===== src/rtl/mx_mdio_frame_master.sv =====
`default_nettype none
// ============================================================================
// Module   : mx_mdio_frame_master
// Purpose  : Clause 22 MDIO master. Accepts one read/write request at a time,
//            serialises it onto MDC/MDIO using a programmable MDC divider and
//            returns read data plus a no-PHY error flag.
// Ports    : clk_i, rst_n_i            - clock, async active-low reset
//            req_valid_i/req_ready_o   - request handshake
//            req_rd_i, req_phy_addr_i, req_reg_addr_i, req_wdata_i
//            rsp_valid_o, rsp_rdata_o, rsp_err_o - completion
//            mdc_o, mdio_o, mdio_oe_o, mdio_i    - management pins
// Revision : 1.0 - initial release
// ============================================================================
module mx_mdio_frame_master #(
  parameter int CLK_DIV     = 32,
  parameter bit PREAMBLE_EN = 1'b1
) (
  input  logic        clk_i,
  input  logic        rst_n_i,
  input  logic        req_valid_i,
  output logic        req_ready_o,
  input  logic        req_rd_i,
  input  logic [4:0]  req_phy_addr_i,
  input  logic [4:0]  req_reg_addr_i,
  input  logic [15:0] req_wdata_i,
  output logic        rsp_valid_o,
  output logic [15:0] rsp_rdata_o,
  output logic        rsp_err_o,
  output logic        mdc_o,
  output logic        mdio_o,
  output logic        mdio_oe_o,
  input  logic        mdio_i
);

  localparam logic [3:0] c_idle  = 4'd0;
  localparam logic [3:0] c_pre   = 4'd1;
  localparam logic [3:0] c_st    = 4'd2;
  localparam logic [3:0] c_op    = 4'd3;
  localparam logic [3:0] c_phyad = 4'd4;
  localparam logic [3:0] c_regad = 4'd5;
  localparam logic [3:0] c_ta    = 4'd6;
  localparam logic [3:0] c_data  = 4'd7;
  localparam logic [3:0] c_done  = 4'd8;

  localparam logic [7:0] c_half_reload = 8'(CLK_DIV - 1);
  localparam logic [3:0] c_first_state = PREAMBLE_EN ? c_pre : c_st;
  localparam logic [4:0] c_first_len   = PREAMBLE_EN ? 5'd31 : 5'd1;

  logic [3:0]  r_state, w_state_nxt;
  logic [4:0]  r_bit_cnt, w_bit_cnt_nxt;   // remaining bits in field, MSB-first index
  logic [3:0]  w_next_field;
  logic [4:0]  w_next_len;
  logic [7:0]  r_half_cnt;
  logic        r_mdc;
  logic        r_rd;
  logic [4:0]  r_phy;
  logic [4:0]  r_reg;
  logic [15:0] r_wdata;
  logic [15:0] r_rd_sh;
  logic        r_ta_err;
  logic [15:0] r_rdata;
  logic        r_err;
  logic        r_sync1, r_sync2;
  logic        w_ready, w_active, w_accept, w_half_end, w_bit_end, w_last_bit;
  logic [15:0] w_rd_shift;
  logic        w_mdio, w_oe;

  assign w_ready    = (r_state == c_idle) || (r_state == c_done);
  assign w_active   = (r_state >= c_pre) && (r_state <= c_data);
  assign w_accept   = req_valid_i && w_ready;
  assign w_half_end = (r_half_cnt == 8'd0);
  // A bit ends on the last cycle of its MDC high phase; read bits are sampled here.
  assign w_bit_end  = w_active && r_mdc && w_half_end;
  assign w_last_bit = (r_bit_cnt == 5'd0);
  assign w_rd_shift = {r_rd_sh[14:0], r_sync2};

  // State register
  always_ff @(posedge clk_i or negedge rst_n_i) begin
    if (!rst_n_i) begin
      r_state   <= c_idle;
      r_bit_cnt <= 5'd0;
    end else begin
      r_state   <= w_state_nxt;
      r_bit_cnt <= w_bit_cnt_nxt;
    end
  end

  // Next-state logic
  always_comb begin
    w_next_field = c_idle;
    w_next_len   = 5'd0;
    case (r_state)
      c_pre:   begin w_next_field = c_st;    w_next_len = 5'd1;  end
      c_st:    begin w_next_field = c_op;    w_next_len = 5'd1;  end
      c_op:    begin w_next_field = c_phyad; w_next_len = 5'd4;  end
      c_phyad: begin w_next_field = c_regad; w_next_len = 5'd4;  end
      c_regad: begin w_next_field = c_ta;    w_next_len = 5'd1;  end
      c_ta:    begin w_next_field = c_data;  w_next_len = 5'd15; end
      c_data:  begin w_next_field = c_done;  w_next_len = 5'd0;  end
      default: begin w_next_field = c_idle;  w_next_len = 5'd0;  end
    endcase

    w_state_nxt   = r_state;
    w_bit_cnt_nxt = r_bit_cnt;
    if (w_ready) begin
      // DONE accepts too, so back-to-back frames need no idle bit.
      if (w_accept) begin
        w_state_nxt   = c_first_state;
        w_bit_cnt_nxt = c_first_len;
      end else begin
        w_state_nxt = c_idle;
      end
    end else if (!w_active) begin
      w_state_nxt   = c_idle;
      w_bit_cnt_nxt = 5'd0;
    end else if (w_bit_end) begin
      if (w_last_bit) begin
        w_state_nxt   = w_next_field;
        w_bit_cnt_nxt = w_next_len;
      end else begin
        w_bit_cnt_nxt = r_bit_cnt - 5'd1;
      end
    end
  end

  // Output logic: depends only on registered state, so mdio changes only
  // when a new bit begins (first cycle of its MDC low phase).
  always_comb begin
    w_mdio = 1'b1;
    w_oe   = 1'b0;
    case (r_state)
      c_pre:   begin w_oe = 1'b1; w_mdio = 1'b1; end
      c_st:    begin w_oe = 1'b1; w_mdio = ~r_bit_cnt[0]; end
      c_op:    begin w_oe = 1'b1; w_mdio = r_rd ? r_bit_cnt[0] : ~r_bit_cnt[0]; end
      c_phyad: begin w_oe = 1'b1; w_mdio = r_phy[r_bit_cnt[2:0]]; end
      c_regad: begin w_oe = 1'b1; w_mdio = r_reg[r_bit_cnt[2:0]]; end
      c_ta:    begin w_oe = ~r_rd; w_mdio = r_rd ? 1'b1 : r_bit_cnt[0]; end
      c_data:  begin w_oe = ~r_rd; w_mdio = r_rd ? 1'b1 : r_wdata[r_bit_cnt[3:0]]; end
      default: begin w_oe = 1'b0; w_mdio = 1'b1; end
    endcase
  end

  assign mdio_o      = w_mdio;
  assign mdio_oe_o   = w_oe;
  assign mdc_o       = r_mdc;
  assign req_ready_o = w_ready;
  assign rsp_valid_o = (r_state == c_done);
  assign rsp_rdata_o = r_rdata;
  assign rsp_err_o   = r_err;

  // mdio_i is asynchronous to clk_i
  always_ff @(posedge clk_i or negedge rst_n_i) begin
    if (!rst_n_i) begin
      r_sync1 <= 1'b1;
      r_sync2 <= 1'b1;
    end else begin
      r_sync1 <= mdio_i;
      r_sync2 <= r_sync1;
    end
  end

  // Request capture, MDC generation and read capture
  always_ff @(posedge clk_i or negedge rst_n_i) begin
    if (!rst_n_i) begin
      r_half_cnt <= 8'd0;
      r_mdc      <= 1'b0;
      r_rd       <= 1'b0;
      r_phy      <= 5'd0;
      r_reg      <= 5'd0;
      r_wdata    <= 16'd0;
      r_rd_sh    <= 16'd0;
      r_ta_err   <= 1'b0;
      r_rdata    <= 16'd0;
      r_err      <= 1'b0;
    end else begin
      if (w_accept) begin
        r_rd       <= req_rd_i;
        r_phy      <= req_phy_addr_i;
        r_reg      <= req_reg_addr_i;
        r_wdata    <= req_wdata_i;
        r_half_cnt <= c_half_reload;
        r_mdc      <= 1'b0;
        r_ta_err   <= 1'b0;
      end else if (w_active) begin
        if (w_half_end) begin
          r_mdc      <= ~r_mdc;
          r_half_cnt <= c_half_reload;
        end else begin
          r_half_cnt <= r_half_cnt - 8'd1;
        end
      end

      if (w_bit_end && r_rd) begin
        if ((r_state == c_ta) && w_last_bit) r_ta_err <= r_sync2;
        if (r_state == c_data)               r_rd_sh  <= w_rd_shift;
      end

      // Response is loaded as DONE is entered so it is valid with rsp_valid_o.
      if (w_bit_end && (r_state == c_data) && w_last_bit) begin
        r_rdata <= r_rd ? w_rd_shift : 16'd0;
        r_err   <= r_rd & r_ta_err;
      end
    end
  end

endmodule
`default_nettype wire


===== config.mk =====
export PLATFORM = sky130hd
export DESIGN_NAME = mx_mdio_frame_master
export DESIGN_NICKNAME = d
export VERILOG_FILES = /design/src/rtl/mx_mdio_frame_master.sv
export SDC_FILE = /design/constraint.sdc
export NUM_CORES = 1
export LEC_CHECK = 0
export BUFFER_PORTS_ARGS = -buffer_cell sky130_fd_sc_hd__buf_2
export CAP_MARGIN = 30
export CELL_PAD_IN_SITES_DETAIL_PLACEMENT = 0
export CELL_PAD_IN_SITES_GLOBAL_PLACEMENT = 1
export CORE_MARGIN = 2
export CORE_UTILIZATION = 35
export CTS_CLUSTER_SIZE = 20
export DETAILED_ROUTE_END_ITERATION = 6
export GPL_TIMING_DRIVEN = 0
export PLACE_DENSITY_LB_ADDON = 0.1
export SETUP_SLACK_MARGIN = 0.3
export SYNTH_ARGS = -nofsm -noshare
export SYNTH_HDL_FRONTEND = slang
export SYNTH_SLANG_ARGS = --single-unit

===== constraint.sdc =====
create_clock -name clk_i -period 4.2 [get_ports clk_i]
set_input_delay 1.05 -clock clk_i [delete_from_list [all_inputs] [get_ports clk_i]]
set_output_delay 1.05 -clock clk_i [all_outputs]
set_load 0.02 [all_outputs]

==> metrics <==
Iteration-0 DRC Markers=128; Async SR Flop Fraction=1.000; Setup Fix Bufs, Post-CTS=0; post-synth cell types=58; Post-synth EDFFs=0; total global-route track usage=0.1643; Arr. time, crit path=2500 ps; initial core utilization=0.3550; # hold bufs at CTS=0; crit path max fanout=10; layout cells sized above 1=0.2340; area delta synth->final=19.12%; FF-to-FF setup slack=1660 ps; power per cell area=337.5 mW/mm^2; Final Worst Setup Slack=645.0 ps; clock buffer depth=2; first-pass GRT wire length=15.04 mm; root buf cell=clkbuf_8; port bufs=52; Syn Area/Cell=9.513 sq um; CTS tree=built; worst slew pin tran=570.9 ps; final hold viol count=0; cts repair resizes=0; final net count=498; Synth Instances=401; Core Footprint=0.01075 sq mm; Vias=2,889; critical path's slowest cell=buf_1; chip width=108.4 um; RSZ-0062 raised after global routing=false; H-tree level count=3; Critical Path End Type=primary output; Worst Hold Class=flip-flop to flip-flop; routed length per placed instance=14.29 um; Pins Over Slew Limit=0; CP Class=flip-flop to primary output; status=completed; pre-CTS WS=1046 ps; I/O pins=53; Max Cap Violations=0; Area contributors post-synth=dfrtp_1, nand2_1, mux2_4; CP max stage delay=510 ps; Num CTS Buffers=9; grt ovf=0; f_max=281.3 MHz; chip height=108.4 um; Detailed Place HPWL=6.243 mm; syn_nets=434; Crit path required time=3150 ps; Final Cycle Share=0.8464; DIE AREA=0.01175 sq mm; Reg clk slew, reported paths=80 ps; detail-routed via count per cell=4.736; CTS sink count=80; Synth top cells by count=nand2_1, dfrtp_1, nor2_1; final hold slack=353.3 ps; CP top delay family=buffers and inverters; most common cell in the netlist=nand2_1; slew margin rel.=0.6194; DRC=0; TritonRoute pass-1 iters=4; register area share after synthesis=0.5254; #FFs+latches synth=80; Synth area leader=dfrtp_1; Worst Skew=4.333 ps; synth warn=0; setup TNS=0 ps; DRT antenna net count=0; vias in the first global route=2,954; routability congestion estimate=0.8303; static leakage power=2.257 nW; worst vdd ir=0.0001217 V; initial antenna violation count=0; row count=38; Post-Synthesis Cell Area=0.003815 sq mm; Synth top area share=0.5116; Worst-Skew Late Latency=350 ps; launching element type of the critical path=flip-flop; drt total wl=8.716 mm; diode count=0; Tmin final=3555 ps; Synth Flop Type=dfrtp_1; critical path, cell by cell=clkbuf_1, buf_1, inv_1, a22oi_1, o22ai_1, a21oi_1, nand4_1, buf_2; largest net degree at the start of global routing=48; Setup Viol. Count Final=0; critical path buffer and inverter count=4
-- worst register-to-register path: cells and delay by family, from the launching register on --
family,cells,cell delay [ps]
compound gates,2,330
fa+ha+maj,1,260
buf+inv,3,860
flops,1,370
simple gates,3,650
-- path summary, 6_finish.rpt --
kind / cells after the start / from / to
worst max-delay path: 8 / r_bit_cnt[2] / mdio_o
worst min-delay path: 0 / r_sync1 / r_sync2
worst max register to register: 9 / r_bit_cnt[0] / r_bit_cnt[3]
max in group asynchronous: 2 / rst_n_i / r_sync1
worst min register to register: 0 / r_sync1 / r_sync2
min in group asynchronous: 1 / rst_n_i / rsp_rdata_o[9]
-- metal layers --
metal	wire, um	vias to the layer above	part of all wire	track usage
li1	-	1469	-	-
met1	4195	1354	0.48	0.2189
met5	0	-	0	0
met3	284	9	0.033	0.02712
met4	116	0	0.013	0.06044
met2	4120	57	0.47	0.2688
-- layout make-up --
cell class	count	area [sq um]
Timing Repair Buffer	53	290.3
Clock buffer	12	165.2
Multi-Input combinational cell	286	1658
Inverter	9	33.78
Buffer	26	118.9
Clock inverter	4	98.84
Tap cell	140	175.2
Sequential cell	80	2004
Fill cell	1128	6201
-- cell usage in the layout, fill, tap and decap left out, types with 2 or more instances in the layout --
master,instances
a2111oi_0,3
a211oi_1,2
a21oi_1,6
a31oi_1,3
buf_2,59
buf_4,2
bufinv_16,3
clkbuf_1,15
clkbuf_8,12
dfrtp_1,78
dfstp_2,2
ha_1,2
inv_1,8
mux2_2,6
mux2_4,10
mux2i_1,10
nand2_1,129
nand2b_1,2
nand3_1,7
nand4_1,4
nor2_1,22
nor2b_1,7
nor3_1,2
nor3b_1,2
nor4_1,2
o21ai_0,10
o21ai_1,17
o22ai_1,2
or3_1,2
xnor2_1,3
xor2_1,7
-- report_power, final --
group | switching, W | internal [W] | total [W]
logic | 0.0000195 | 0.0000130 | 0.0000325
registers | 0.000000420 | 0.000771 | 0.000772
clock network | 0.000285 | 0.000445 | 0.000729
-- cells by family after synthesis --
family          share of synthesized area
compound gates                    0.08987
xor+xnor                          0.02296
fa+ha+maj                        0.006558
buf+inv                           0.04001
flops                              0.5254
mux                               0.08330
simple gates                       0.2319
-- stage by stage --
| step | std cells | util | power (W) | cell area [sq um] |
|---|---|---|---|---|
| after floorplan | 401 | - | 0.0007876 | 3815 |
| after global placement | 593 | 0.3956 | 0.0008171 | 4250 |
| after detailed placement | 594 | 0.3983 | 0.0008213 | 4280 |
| after CTS | 610 | 0.4229 | 0.001555 | 4544 |
| after global routing | 610 | 0.4229 | 0.001594 | 4544 |
| final | 610 | 0.4229 | 0.001534 | 4544 |
(Power assumes the default switching activity.)
